[config.mk]
export PLATFORM = sky130hd
export DESIGN_NAME = alu_rsv_station_flat
export DESIGN_NICKNAME = d
export VERILOG_FILES = /design/src/rtl/alu_rsv_station_if.sv /design/src/rtl/alu_rsv_station.sv /design/src/flat_wrapper.sv
export SDC_FILE = /design/constraint.sdc
export NUM_CORES = 2
export LEC_CHECK = 0
export CAP_MARGIN = 20
export CELL_PAD_IN_SITES_DETAIL_PLACEMENT = 0
export CELL_PAD_IN_SITES_GLOBAL_PLACEMENT = 2
export CORE_ASPECT_RATIO = 1.75
export CORE_MARGIN = 2
export CORE_UTILIZATION = 41
export CTS_CLUSTER_SIZE = 8
export DETAILED_ROUTE_END_ITERATION = 8
export PLACE_DENSITY = 0.9
export SLEW_MARGIN = 20
export SYNTH_ARGS = -nofsm -noshare
export SYNTH_HDL_FRONTEND = slang
export SYNTH_SLANG_ARGS = --single-unit
[constraint.sdc]
create_clock -name clk -period 11.1 [get_ports clk]
set_input_delay 2.775 -clock clk [delete_from_list [all_inputs] [get_ports clk]]
set_output_delay 2.775 -clock clk [all_outputs]
set_load 0.05 [all_outputs]
[src/rtl/alu_rsv_station_if.sv]
// Bundle between the dispatcher / result buses and the ALU reservation station.
// master: dispatcher, CDB sources and ALU side; slave: the station itself.
interface alu_rsv_station_if #(
  parameter int ROB_ID_W = 4,
  parameter int DATA_W   = 32,
  parameter int OP_W     = 6
);
  // Dispatch port
  logic                issue_valid;
  logic [OP_W-1:0]     issue_op;
  logic [DATA_W-1:0]   issue_pc;
  logic [DATA_W-1:0]   issue_vj;
  logic [DATA_W-1:0]   issue_vk;
  logic                issue_qj_busy;
  logic                issue_qk_busy;
  logic [ROB_ID_W-1:0] issue_qj;
  logic [ROB_ID_W-1:0] issue_qk;
  logic [DATA_W-1:0]   issue_imm;
  logic [ROB_ID_W-1:0] issue_rob_id;
  logic                full;

  // Result broadcast buses
  logic                cdb_alu_valid;
  logic [ROB_ID_W-1:0] cdb_alu_rob_id;
  logic [DATA_W-1:0]   cdb_alu_value;
  logic                cdb_lsb_valid;
  logic [ROB_ID_W-1:0] cdb_lsb_rob_id;
  logic [DATA_W-1:0]   cdb_lsb_value;

  // Registered ALU input bundle
  logic                alu_valid;
  logic [OP_W-1:0]     alu_op;
  logic [DATA_W-1:0]   alu_pc;
  logic [DATA_W-1:0]   alu_rs1;
  logic [DATA_W-1:0]   alu_rs2;
  logic [DATA_W-1:0]   alu_imm;
  logic [ROB_ID_W-1:0] alu_rob_id;

  modport master (
    output issue_valid, issue_op, issue_pc, issue_vj, issue_vk,
           issue_qj_busy, issue_qk_busy, issue_qj, issue_qk,
           issue_imm, issue_rob_id,
           cdb_alu_valid, cdb_alu_rob_id, cdb_alu_value,
           cdb_lsb_valid, cdb_lsb_rob_id, cdb_lsb_value,
    input  full,
           alu_valid, alu_op, alu_pc, alu_rs1, alu_rs2, alu_imm, alu_rob_id
  );

  modport slave (
    input  issue_valid, issue_op, issue_pc, issue_vj, issue_vk,
           issue_qj_busy, issue_qk_busy, issue_qj, issue_qk,
           issue_imm, issue_rob_id,
           cdb_alu_valid, cdb_alu_rob_id, cdb_alu_value,
           cdb_lsb_valid, cdb_lsb_rob_id, cdb_lsb_value,
    output full,
           alu_valid, alu_op, alu_pc, alu_rs1, alu_rs2, alu_imm, alu_rob_id
  );
endinterface

[src/rtl/alu_rsv_station.sv]
// Reservation station for the integer ALU: buffers dispatched instructions,
// wakes pending operands from the ALU and LSB result buses, and sends the
// lowest-index ready entry to the ALU each active cycle.
module alu_rsv_station #(
  parameter int ENTRIES  = 8,
  parameter int ROB_ID_W = 4,
  parameter int DATA_W   = 32,
  parameter int OP_W     = 6
) (
  input  logic             clk,
  input  logic             rst,
  input  logic             rdy,
  input  logic             flush,
  alu_rsv_station_if.slave bus
);
  localparam int IDX_W = (ENTRIES > 1) ? $clog2(ENTRIES) : 1;

  // Slot occupancy and operand-pending flags
  logic [ENTRIES-1:0]  busy_q, busy_d;
  logic [ENTRIES-1:0]  qj_busy_q, qj_busy_d;
  logic [ENTRIES-1:0]  qk_busy_q, qk_busy_d;
  logic [ENTRIES-1:0]  ready;

  // Slot payload
  logic [OP_W-1:0]     op_q  [ENTRIES];
  logic [OP_W-1:0]     op_d  [ENTRIES];
  logic [DATA_W-1:0]   pc_q  [ENTRIES];
  logic [DATA_W-1:0]   pc_d  [ENTRIES];
  logic [DATA_W-1:0]   vj_q  [ENTRIES];
  logic [DATA_W-1:0]   vj_d  [ENTRIES];
  logic [DATA_W-1:0]   vk_q  [ENTRIES];
  logic [DATA_W-1:0]   vk_d  [ENTRIES];
  logic [DATA_W-1:0]   imm_q [ENTRIES];
  logic [DATA_W-1:0]   imm_d [ENTRIES];
  logic [ROB_ID_W-1:0] qj_q  [ENTRIES];
  logic [ROB_ID_W-1:0] qj_d  [ENTRIES];
  logic [ROB_ID_W-1:0] qk_q  [ENTRIES];
  logic [ROB_ID_W-1:0] qk_d  [ENTRIES];
  logic [ROB_ID_W-1:0] rob_q [ENTRIES];
  logic [ROB_ID_W-1:0] rob_d [ENTRIES];

  // Registered ALU bundle
  logic                alu_valid_q;
  logic [OP_W-1:0]     alu_op_q;
  logic [DATA_W-1:0]   alu_pc_q;
  logic [DATA_W-1:0]   alu_rs1_q;
  logic [DATA_W-1:0]   alu_rs2_q;
  logic [DATA_W-1:0]   alu_imm_q;
  logic [ROB_ID_W-1:0] alu_rob_id_q;

  // Allocation / selection
  logic                station_full;
  logic                issue_fire;
  logic [IDX_W-1:0]    free_idx;
  logic                sel_valid;
  logic [IDX_W-1:0]    sel_idx;

  // Local copies of the result buses
  logic                cdb_alu_valid;
  logic [ROB_ID_W-1:0] cdb_alu_rob_id;
  logic [DATA_W-1:0]   cdb_alu_value;
  logic                cdb_lsb_valid;
  logic [ROB_ID_W-1:0] cdb_lsb_rob_id;
  logic [DATA_W-1:0]   cdb_lsb_value;

  assign cdb_alu_valid  = bus.cdb_alu_valid;
  assign cdb_alu_rob_id = bus.cdb_alu_rob_id;
  assign cdb_alu_value  = bus.cdb_alu_value;
  assign cdb_lsb_valid  = bus.cdb_lsb_valid;
  assign cdb_lsb_rob_id = bus.cdb_lsb_rob_id;
  assign cdb_lsb_value  = bus.cdb_lsb_value;

  // full reflects the current state only, so a slot emptied by this edge's
  // dispatch is not reusable until the next edge.
  assign station_full = &busy_q;
  assign issue_fire   = bus.issue_valid && !station_full;

  // Lowest-index free slot for allocation
  always_comb begin
    free_idx = '0;
    for (int i = ENTRIES - 1; i >= 0; i--) begin
      if (!busy_q[i]) free_idx = IDX_W'(i);
    end
  end

  // Lowest-index ready slot for dispatch (ready uses current state only,
  // so a wakeup is never dispatched on the edge that delivers it)
  always_comb begin
    sel_idx   = '0;
    sel_valid = |ready;
    for (int i = ENTRIES - 1; i >= 0; i--) begin
      if (ready[i]) sel_idx = IDX_W'(i);
    end
  end

  for (genvar gi = 0; gi < ENTRIES; gi++) begin : g_entry
    logic                alloc;
    logic                pend_j, pend_k;
    logic [ROB_ID_W-1:0] tag_j, tag_k;
    logic [DATA_W-1:0]   val_j, val_k;
    logic                hit_j_alu, hit_j_lsb, hit_k_alu, hit_k_lsb;

    assign alloc    = issue_fire && (free_idx == IDX_W'(gi));
    assign ready[gi] = busy_q[gi] && !qj_busy_q[gi] && !qk_busy_q[gi];

    // Operand source: the incoming instruction when allocating (so the
    // same-edge CDB bypass falls out of the common snoop), else stored state.
    assign pend_j = alloc ? bus.issue_qj_busy : qj_busy_q[gi];
    assign pend_k = alloc ? bus.issue_qk_busy : qk_busy_q[gi];
    assign tag_j  = alloc ? bus.issue_qj      : qj_q[gi];
    assign tag_k  = alloc ? bus.issue_qk      : qk_q[gi];
    assign val_j  = alloc ? bus.issue_vj      : vj_q[gi];
    assign val_k  = alloc ? bus.issue_vk      : vk_q[gi];

    assign hit_j_alu = pend_j && cdb_alu_valid && (tag_j == cdb_alu_rob_id);
    assign hit_j_lsb = pend_j && cdb_lsb_valid && (tag_j == cdb_lsb_rob_id);
    assign hit_k_alu = pend_k && cdb_alu_valid && (tag_k == cdb_alu_rob_id);
    assign hit_k_lsb = pend_k && cdb_lsb_valid && (tag_k == cdb_lsb_rob_id);

    // ALU bus takes precedence if both buses (illegally) carry the same tag
    assign vj_d[gi] = hit_j_alu ? cdb_alu_value : (hit_j_lsb ? cdb_lsb_value : val_j);
    assign vk_d[gi] = hit_k_alu ? cdb_alu_value : (hit_k_lsb ? cdb_lsb_value : val_k);
    assign qj_busy_d[gi] = pend_j && !hit_j_alu && !hit_j_lsb;
    assign qk_busy_d[gi] = pend_k && !hit_k_alu && !hit_k_lsb;
    assign qj_d[gi]  = tag_j;
    assign qk_d[gi]  = tag_k;

    assign op_d[gi]  = alloc ? bus.issue_op     : op_q[gi];
    assign pc_d[gi]  = alloc ? bus.issue_pc     : pc_q[gi];
    assign imm_d[gi] = alloc ? bus.issue_imm    : imm_q[gi];
    assign rob_d[gi] = alloc ? bus.issue_rob_id : rob_q[gi];

    // Allocation only targets an empty slot, dispatch only a busy one
    assign busy_d[gi] = alloc || (busy_q[gi] && !(sel_valid && (sel_idx == IDX_W'(gi))));
  end

  // Control state and ALU bundle: reset > freeze > flush > normal operation
  always_ff @(posedge clk or posedge rst) begin
    if (rst) begin
      busy_q       <= '0;
      alu_valid_q  <= 1'b0;
      alu_op_q     <= '0;
      alu_pc_q     <= '0;
      alu_rs1_q    <= '0;
      alu_rs2_q    <= '0;
      alu_imm_q    <= '0;
      alu_rob_id_q <= '0;
    end else if (rdy) begin
      if (flush) begin
        busy_q      <= '0;
        alu_valid_q <= 1'b0;
      end else begin
        busy_q      <= busy_d;
        alu_valid_q <= sel_valid;
        if (sel_valid) begin
          alu_op_q     <= op_q[sel_idx];
          alu_pc_q     <= pc_q[sel_idx];
          alu_rs1_q    <= vj_q[sel_idx];
          alu_rs2_q    <= vk_q[sel_idx];
          alu_imm_q    <= imm_q[sel_idx];
          alu_rob_id_q <= rob_q[sel_idx];
        end
      end
    end
  end

  // Slot payload; meaningful only while the matching busy bit is set
  always_ff @(posedge clk) begin
    if (rdy && !flush) begin
      qj_busy_q <= qj_busy_d;
      qk_busy_q <= qk_busy_d;
      for (int i = 0; i < ENTRIES; i++) begin
        op_q[i]  <= op_d[i];
        pc_q[i]  <= pc_d[i];
        vj_q[i]  <= vj_d[i];
        vk_q[i]  <= vk_d[i];
        imm_q[i] <= imm_d[i];
        qj_q[i]  <= qj_d[i];
        qk_q[i]  <= qk_d[i];
        rob_q[i] <= rob_d[i];
      end
    end
  end

  assign bus.full       = station_full;
  assign bus.alu_valid  = alu_valid_q;
  assign bus.alu_op     = alu_op_q;
  assign bus.alu_pc     = alu_pc_q;
  assign bus.alu_rs1    = alu_rs1_q;
  assign bus.alu_rs2    = alu_rs2_q;
  assign bus.alu_imm    = alu_imm_q;
  assign bus.alu_rob_id = alu_rob_id_q;
endmodule

[src/flat_wrapper.sv]
// flat-port wrapper written by rule: the top's interface ports become plain ports
module alu_rsv_station_flat 
#(
  parameter int ENTRIES  = 8,
  parameter int ROB_ID_W = 4,
  parameter int DATA_W   = 32,
  parameter int OP_W     = 6
)
  (clk, rst, rdy, flush, bus_issue_valid, bus_issue_op, bus_issue_pc, bus_issue_vj, bus_issue_vk, bus_issue_qj_busy, bus_issue_qk_busy, bus_issue_qj, bus_issue_qk, bus_issue_imm, bus_issue_rob_id, bus_cdb_alu_valid, bus_cdb_alu_rob_id, bus_cdb_alu_value, bus_cdb_lsb_valid, bus_cdb_lsb_rob_id, bus_cdb_lsb_value, bus_full, bus_alu_valid, bus_alu_op, bus_alu_pc, bus_alu_rs1, bus_alu_rs2, bus_alu_imm, bus_alu_rob_id);
  alu_rsv_station_if #(.ROB_ID_W(ROB_ID_W), .DATA_W(DATA_W), .OP_W(OP_W)) bus_i ();
  input  logic clk;
  input  logic rst;
  input  logic rdy;
  input  logic flush;
  input wire logic [$bits(bus_i.issue_valid)-1:0] bus_issue_valid;
  input wire logic [$bits(bus_i.issue_op)-1:0] bus_issue_op;
  input wire logic [$bits(bus_i.issue_pc)-1:0] bus_issue_pc;
  input wire logic [$bits(bus_i.issue_vj)-1:0] bus_issue_vj;
  input wire logic [$bits(bus_i.issue_vk)-1:0] bus_issue_vk;
  input wire logic [$bits(bus_i.issue_qj_busy)-1:0] bus_issue_qj_busy;
  input wire logic [$bits(bus_i.issue_qk_busy)-1:0] bus_issue_qk_busy;
  input wire logic [$bits(bus_i.issue_qj)-1:0] bus_issue_qj;
  input wire logic [$bits(bus_i.issue_qk)-1:0] bus_issue_qk;
  input wire logic [$bits(bus_i.issue_imm)-1:0] bus_issue_imm;
  input wire logic [$bits(bus_i.issue_rob_id)-1:0] bus_issue_rob_id;
  input wire logic [$bits(bus_i.cdb_alu_valid)-1:0] bus_cdb_alu_valid;
  input wire logic [$bits(bus_i.cdb_alu_rob_id)-1:0] bus_cdb_alu_rob_id;
  input wire logic [$bits(bus_i.cdb_alu_value)-1:0] bus_cdb_alu_value;
  input wire logic [$bits(bus_i.cdb_lsb_valid)-1:0] bus_cdb_lsb_valid;
  input wire logic [$bits(bus_i.cdb_lsb_rob_id)-1:0] bus_cdb_lsb_rob_id;
  input wire logic [$bits(bus_i.cdb_lsb_value)-1:0] bus_cdb_lsb_value;
  output wire logic [$bits(bus_i.full)-1:0] bus_full;
  output wire logic [$bits(bus_i.alu_valid)-1:0] bus_alu_valid;
  output wire logic [$bits(bus_i.alu_op)-1:0] bus_alu_op;
  output wire logic [$bits(bus_i.alu_pc)-1:0] bus_alu_pc;
  output wire logic [$bits(bus_i.alu_rs1)-1:0] bus_alu_rs1;
  output wire logic [$bits(bus_i.alu_rs2)-1:0] bus_alu_rs2;
  output wire logic [$bits(bus_i.alu_imm)-1:0] bus_alu_imm;
  output wire logic [$bits(bus_i.alu_rob_id)-1:0] bus_alu_rob_id;
  assign bus_i.issue_valid = bus_issue_valid;
  assign bus_i.issue_op = bus_issue_op;
  assign bus_i.issue_pc = bus_issue_pc;
  assign bus_i.issue_vj = bus_issue_vj;
  assign bus_i.issue_vk = bus_issue_vk;
  assign bus_i.issue_qj_busy = bus_issue_qj_busy;
  assign bus_i.issue_qk_busy = bus_issue_qk_busy;
  assign bus_i.issue_qj = bus_issue_qj;
  assign bus_i.issue_qk = bus_issue_qk;
  assign bus_i.issue_imm = bus_issue_imm;
  assign bus_i.issue_rob_id = bus_issue_rob_id;
  assign bus_i.cdb_alu_valid = bus_cdb_alu_valid;
  assign bus_i.cdb_alu_rob_id = bus_cdb_alu_rob_id;
  assign bus_i.cdb_alu_value = bus_cdb_alu_value;
  assign bus_i.cdb_lsb_valid = bus_cdb_lsb_valid;
  assign bus_i.cdb_lsb_rob_id = bus_cdb_lsb_rob_id;
  assign bus_i.cdb_lsb_value = bus_cdb_lsb_value;
  assign bus_full = bus_i.full;
  assign bus_alu_valid = bus_i.alu_valid;
  assign bus_alu_op = bus_i.alu_op;
  assign bus_alu_pc = bus_i.alu_pc;
  assign bus_alu_rs1 = bus_i.alu_rs1;
  assign bus_alu_rs2 = bus_i.alu_rs2;
  assign bus_alu_imm = bus_i.alu_imm;
  assign bus_alu_rob_id = bus_i.alu_rob_id;
  alu_rsv_station #(.ENTRIES(ENTRIES), .ROB_ID_W(ROB_ID_W), .DATA_W(DATA_W), .OP_W(OP_W)) u_core (.clk(clk), .rst(rst), .rdy(rdy), .flush(flush), .bus(bus_i));
endmodule
# Word level (Yosys, flattened, before mapping)
# Memory sizes are Yosys's and may differ from the RTL's. A register that Yosys moved wholly into a read port is not among the register bits.
# Index checks and enable logic that the tools add are counted.
[op_classes]
n_eq_ne = 70
muxes = 216
bitwise_logic = 1
reduce_logical = 261
[op_table]
columns = ["operator", "n"]
rows = [
  ["$mux W32", 78],
  ["$reduce_or A32 Y1", 14],
  ["$logic_and A1 B1 Y1", 138],
  ["$mux W3", 44],
  ["$eq A4 B4 Y1", 32],
  ["$mux W4", 31],
  ["$mux W6", 15],
  ["$logic_not A1 Y1", 58],
  ["$ne A3 B3 Y1 const B", 16],
  ["$reduce_and A2 Y1", 24],
  ["$mux W1", 47],
  ["$reduce_or A6 Y1", 7],
  ["$reduce_or A4 Y1", 7],
  ["$eq A3 B3 Y1 const B", 8],
  ["$eq A3 B2 Y1 const B", 4],
  ["$logic_or A1 B1 Y1", 8],
  ["$mux W8", 1],
  ["$ne A1 B1 Y1 const B", 8],
  ["$reduce_and A8 Y1", 1],
  ["$reduce_or A8 Y1", 1],
  ["$eq A3 B1 Y1 const B", 2],
  ["$logic_not A3 Y1", 2],
  ["$reduce_and A3 Y1", 1],
  ["$not A1 Y1", 1],
]
[word_totals]
reg_bits = 25
mem_bits_rw = 1168
output_inout_bits = 140
memories = 8
[mem_list]
columns = ["memory", "words", "width", "rd", "rd_clocked_by_memory_dff", "wr", "line", "source"]
rows = [
  ["u_core.imm_q", 8, 32, 1, 1, 1, "alu_rsv_station.sv:33", "logic [DATA_W-1:0] imm_q [ENTRIES];"],
  ["u_core.pc_q", 8, 32, 1, 1, 1, "alu_rsv_station.sv:27", "logic [DATA_W-1:0] pc_q [ENTRIES];"],
  ["u_core.vj_q", 8, 32, 1, 1, 8, "alu_rsv_station.sv:29", "logic [DATA_W-1:0] vj_q [ENTRIES];"],
  ["u_core.vk_q", 8, 32, 1, 1, 8, "alu_rsv_station.sv:31", "logic [DATA_W-1:0] vk_q [ENTRIES];"],
  ["u_core.op_q", 8, 6, 1, 1, 1, "alu_rsv_station.sv:25", "logic [OP_W-1:0] op_q [ENTRIES];"],
  ["u_core.qj_q", 8, 4, 8, 0, 8, "alu_rsv_station.sv:35", "logic [ROB_ID_W-1:0] qj_q [ENTRIES];"],
  ["+2 memories", "n/a", "n/a", "n/a", "n/a", "n/a", "n/a", ""],
]

# Longest topological paths before layout
[logic_depth]
depth_word = 20
mapped_depth = 13
mapped_depth_nobuf = 8

# Least setup slack after synthesis
# Ideal clock, no wire load.
[synth_path]
path_type = "input to register"
from = "input flush"
to = "memory u_core.imm_q[7][0] (enable)"
arrival_ns = 10.247
required_ns = 10.408
setup_slack_ns = 0.161
path_stages = 3
path_buffers = 1
path_cell_list = "nand2b_1 > clkbuf_1 > nor4_1"
[synth_between]
elab_chain_cells = 13
elab_cells_between_ends = 33
cone_classes = "mux: 16; reduce/logical: 17"
[synth_rtl]
columns = ["item", "line", "source"]
rows = [
  ["start, declared", "flat_wrapper.sv:14", "input logic flush;"],
  ["$logic_not A1 Y1 *", "alu_rsv_station.sv:169", "if (rdy && !flush) begin"],
  ["$logic_and A1 B1 Y1 *", "alu_rsv_station.sv:169", ""],
  ["$mux W1 *", "alu_rsv_station.sv:169", ""],
  ["$mux W1 (implied by the code) *", "alu_rsv_station.sv:177", "imm_q[i] <= imm_d[i];"],
  ["$reduce_and A2 Y1 (no line)", "n/a", ""],
  ["$reduce_or A32 Y1 (no line)", "n/a", ""],
  ["$mux W3 (no line) or $mux W1 (tied branches) (7 in a row)", "n/a", ""],
  ["end, declared", "alu_rsv_station.sv:33", ""],
]
# Mark *: on every way between the ends. The rest lies on a longest branch, timed or not.

==> reports/results.txt <==
Setup TNS Final -> 0 ns
setup bufs post-CTS -> 0
status -> finished, final reports clean
GPL Wtd Cong -> 0.8646
Critical Path Sink Type -> register
Distinct cells, synth -> 76
wl on met1 -> 84.56 mm
Routed WL -> 222.3 mm
cell taking the most area after synthesis -> edfxtp_1
H-tree depth -> 4
initial antenna violation count -> 19
RR Startpoint -> u_core.busy_q[0]
vias in the first global route -> 47160
type of origin of the critical path -> input pin
synth top area cells -> edfxtp_1, mux2i_1, nand2_1
Max Used Layer -> met5
cts hold-fix bufs -> 0
post_cts resized -> 0
Pleak -> 28.83 nW
maximum vdd drop -> 0.1716 mV
worst-path maximum fanout -> 34
multi-input logic area -> 23060 um^2
Setup Crit Path Kind -> in2reg
mean post-synth cell area -> 11.44 um^2
Post-route DRC -> 0
Hold Path Class -> reg2reg
number of port buffers -> 366
DR vias/cell -> 5.852
CP Capture Point -> u_core.vk_q[4][12]
FF-to-FF setup slack -> 6.28 ns
Arrival @ worst endpoint -> 7.32 ns
Tmin final -> 6.899 ns
Area growth, synth to finish -> 16.81%
first-pass GRT wire length -> 319.4 mm
Routed Antenna Nets -> 0
met2 wire length -> 111.4 mm
vias -> 46560
unrepaired setup endpoints after global routing -> no
fin cells -> 7957
ratio of cells with drive above 1 in the final layout -> 8.493%
NumNets Final -> 5998
die width -> 303.6 um
Final setup violation count -> 0
skew final -> 0.04672 ns
register area share after synthesis -> 60.90%
Ys Warns -> 0
FF+latch area -> 39230 um^2
Final Max Tran Viols -> 0
Die ar. -> 160400 um^2
R2R cell count -> 8
core area -> 156200 um^2
DIE HEIGHT -> 528.4 um
FF-to-FF End -> u_core.vk_q[1][24]
total design power -> 13.52 mW
pwr dens -> 179.6 nW/um^2
FFs w/ async S/R, synth -> 11.04%
hold_sp -> u_core.bus.alu_pc[22]
Clock transition at path regs -> 0.05 ns
root buffer cell -> clkbuf_16
DP HPWL -> 125.8 mm
largest net degree at the start of global routing -> 140
Starting DRT DRC Count -> 4178
CTS tree -> yes
# IOs -> 367
CTS Buf Count -> 184
max-cap viol count -> 0
Post-synth EDFFs -> 1184
overall routing resource usage -> 27.14%
worst setup path start -> bus_cdb_lsb_rob_id[0]
Worst EP required -> 11.52 ns
fin area -> 75250 um^2
met3 routed WL -> 14.49 mm
clk sinks -> 1331
clock latency on the worst-skew pair -> 0.82 ns
area of the mapped netlist -> 64420 um^2
Pre-antenna DRT Iters -> 7
Bufs on Longest Clock Path -> 3
Layout Utilization -> 48.19%
Top FF cell, synth -> edfxtp_1
Initial Util -> 41.26%
Cell Count Post-Placement -> 7621
DR WL/cell -> 27.94 um
achievable frequency -> 0.1449 GHz
Worst Tran Pin Value -> 1.032 ns
number of synthesized register bits -> 1331
post-synth top area share -> 55.19%
Final period util -> 62.16%
syn_nets -> 5859
Site Rows -> 192
Final Hold Vio Count -> 0
global route total overflow -> 0
Post-Syn Instances -> 5632
Slew headroom -> 31.01%
DP Area -> 69740 um^2
layout filler cell count -> 14020
-- routing by layer --
metal,vias up,GRT usage (%)
met5,-,0
met2,2093,47.63
met4,12,13.88
li1,20580,-
met3,638,4.998
met1,23240,31.69
-- how the worst min path moves through the flow --
stage / endpoint / slack [ns] / depth (start not counted)
floorplan: u_core.busy_q[4] / 0.52 / 1
detailed placement: u_core.bus.alu_pc[22] / 0.50 / 2
global placement: u_core.bus.alu_pc[22] / 0.50 / 2
CTS: u_core.bus.alu_pc[22] / 0.51 / 2
global route: u_core.bus.alu_pc[22] / 0.53 / 2
finish: u_core.bus.alu_pc[22] / 0.51 / 2
-- layout make-up --
class / count / area share, %
timing repair buffer: 484 / 6.189
inverter: 68 / 0.3492
multi-input combinational: 3702 / 30.65
clock inverter: 14 / 0.4589
antenna: 9 / 0.02993
tap: 2037 / 3.387
clock buffer: 312 / 6.799
sequential: 1331 / 52.14
-- metrics by stage --
step / worst slack [ns] / hold slack (ns)
final: 4.201 / 0.5105
after global routing: 4.096 / 0.5288
after CTS: 4.154 / 0.5120
after detailed placement: 3.330 / 0.5026
after global placement: 3.260 / 0.4965
after floorplan: 0.1609 / 0.5192
-- logic make-up after synthesis --
group / count (synthesis) / share of synthesized area [%]
AND/OR/NAND/NOR: 1783 / 11.48
flip-flops: 1331 / 60.90
AO/OA/AOI/OAI: 999 / 9.134
multiplexers: 797 / 12.77
buffers and inverters: 599 / 4.030
XOR/XNOR: 123 / 1.684
-- cells in the final DEF, fill, tap and decap left out, drive strengths merged, types with 3 or more instances in the layout --
master | Yosys | layout
nand3 | 276 | 276
nand4b | 5 | 5
a22oi | 3 | 3
nand4 | 13 | 13
o22ai | 9 | 9
mux2i | 630 | 630
o21a | 6 | 6
nand2b | 7 | 7
o211ai | 57 | 57
nor3 | 30 | 30
nor2b | 6 | 6
buf | 149 | 118
or4 | 8 | 8
clkdlybuf4s50 | 0 | 366
nor3b | 5 | 5
nor4 | 8 | 8
a311o | 111 | 111
mux2 | 167 | 167
xnor2 | 83 | 83
nand2 | 1121 | 1121
and3 | 4 | 4
a21o | 8 | 8
edfxtp | 1184 | 1184
dfrtp | 147 | 147
inv | 67 | 69
o21ai | 328 | 328
diode | 0 | 9
nor4b | 3 | 3
o31ai | 5 | 5
clkinv | 1 | 13
or3b | 3 | 3
clkbuf | 382 | 312
nor2 | 289 | 289
xor2 | 40 | 40
a21oi | 442 | 442
a31oi | 12 | 12
or2 | 3 | 3
-- critical path: stages --
cell,delay (ns)
clkdlybuf4s50_1,0.90
clkinv_1,0.83
a22oi_1,0.49
nand2_1,0.09
a221oi_1,0.42
nand3_4,0.73
a31oi_4,0.42
buf_4,0.60
-- synth_stat cells (3+ instances only) --
| cell | count |
|---|---|
| a21o_1 | 8 |
| a21oi_1 | 441 |
| a22oi_1 | 3 |
| a311o_1 | 111 |
| a31oi_1 | 12 |
| and3_1 | 4 |
| buf_1 | 25 |
| buf_12 | 3 |
| buf_2 | 85 |
| buf_4 | 21 |
| buf_6 | 15 |
| clkbuf_1 | 381 |
| dfrtp_1 | 147 |
| edfxtp_1 | 1184 |
| inv_1 | 65 |
| mux2_1 | 74 |
| mux2_2 | 89 |
| mux2_4 | 4 |
| mux2i_1 | 625 |
| mux2i_2 | 4 |
| nand2_1 | 1120 |
| nand2b_1 | 7 |
| nand3_1 | 273 |
| nand4_1 | 12 |
| nand4b_1 | 5 |
| nor2_1 | 286 |
| nor2b_1 | 6 |
| nor3_1 | 26 |
| nor3_2 | 3 |
| nor3b_1 | 5 |
| nor4_1 | 6 |
| nor4b_1 | 3 |
| o211ai_1 | 57 |
| o21a_1 | 6 |
| o21ai_0 | 228 |
| o21ai_1 | 98 |
| o22ai_1 | 9 |
| o31ai_1 | 5 |
| or3b_2 | 3 |
| or4_1 | 7 |
| xnor2_1 | 82 |
| xor2_1 | 40 |
-- sequential cells by signal (all words and copies together), names as in the netlist, 48 cells and up --
name          flops
u_core.pc_q     256
u_core.vk_q     256
u_core.vj_q     256
u_core.op_q      48
u_core.imm_q    256
-- report_power, final --
part	internal [mW]	switching (mW)
combinational	0.761	1.45
sequential	5.73	0.222
clock	3.13	2.22
total	9.62	3.89
(Power assumes the default switching activity.)
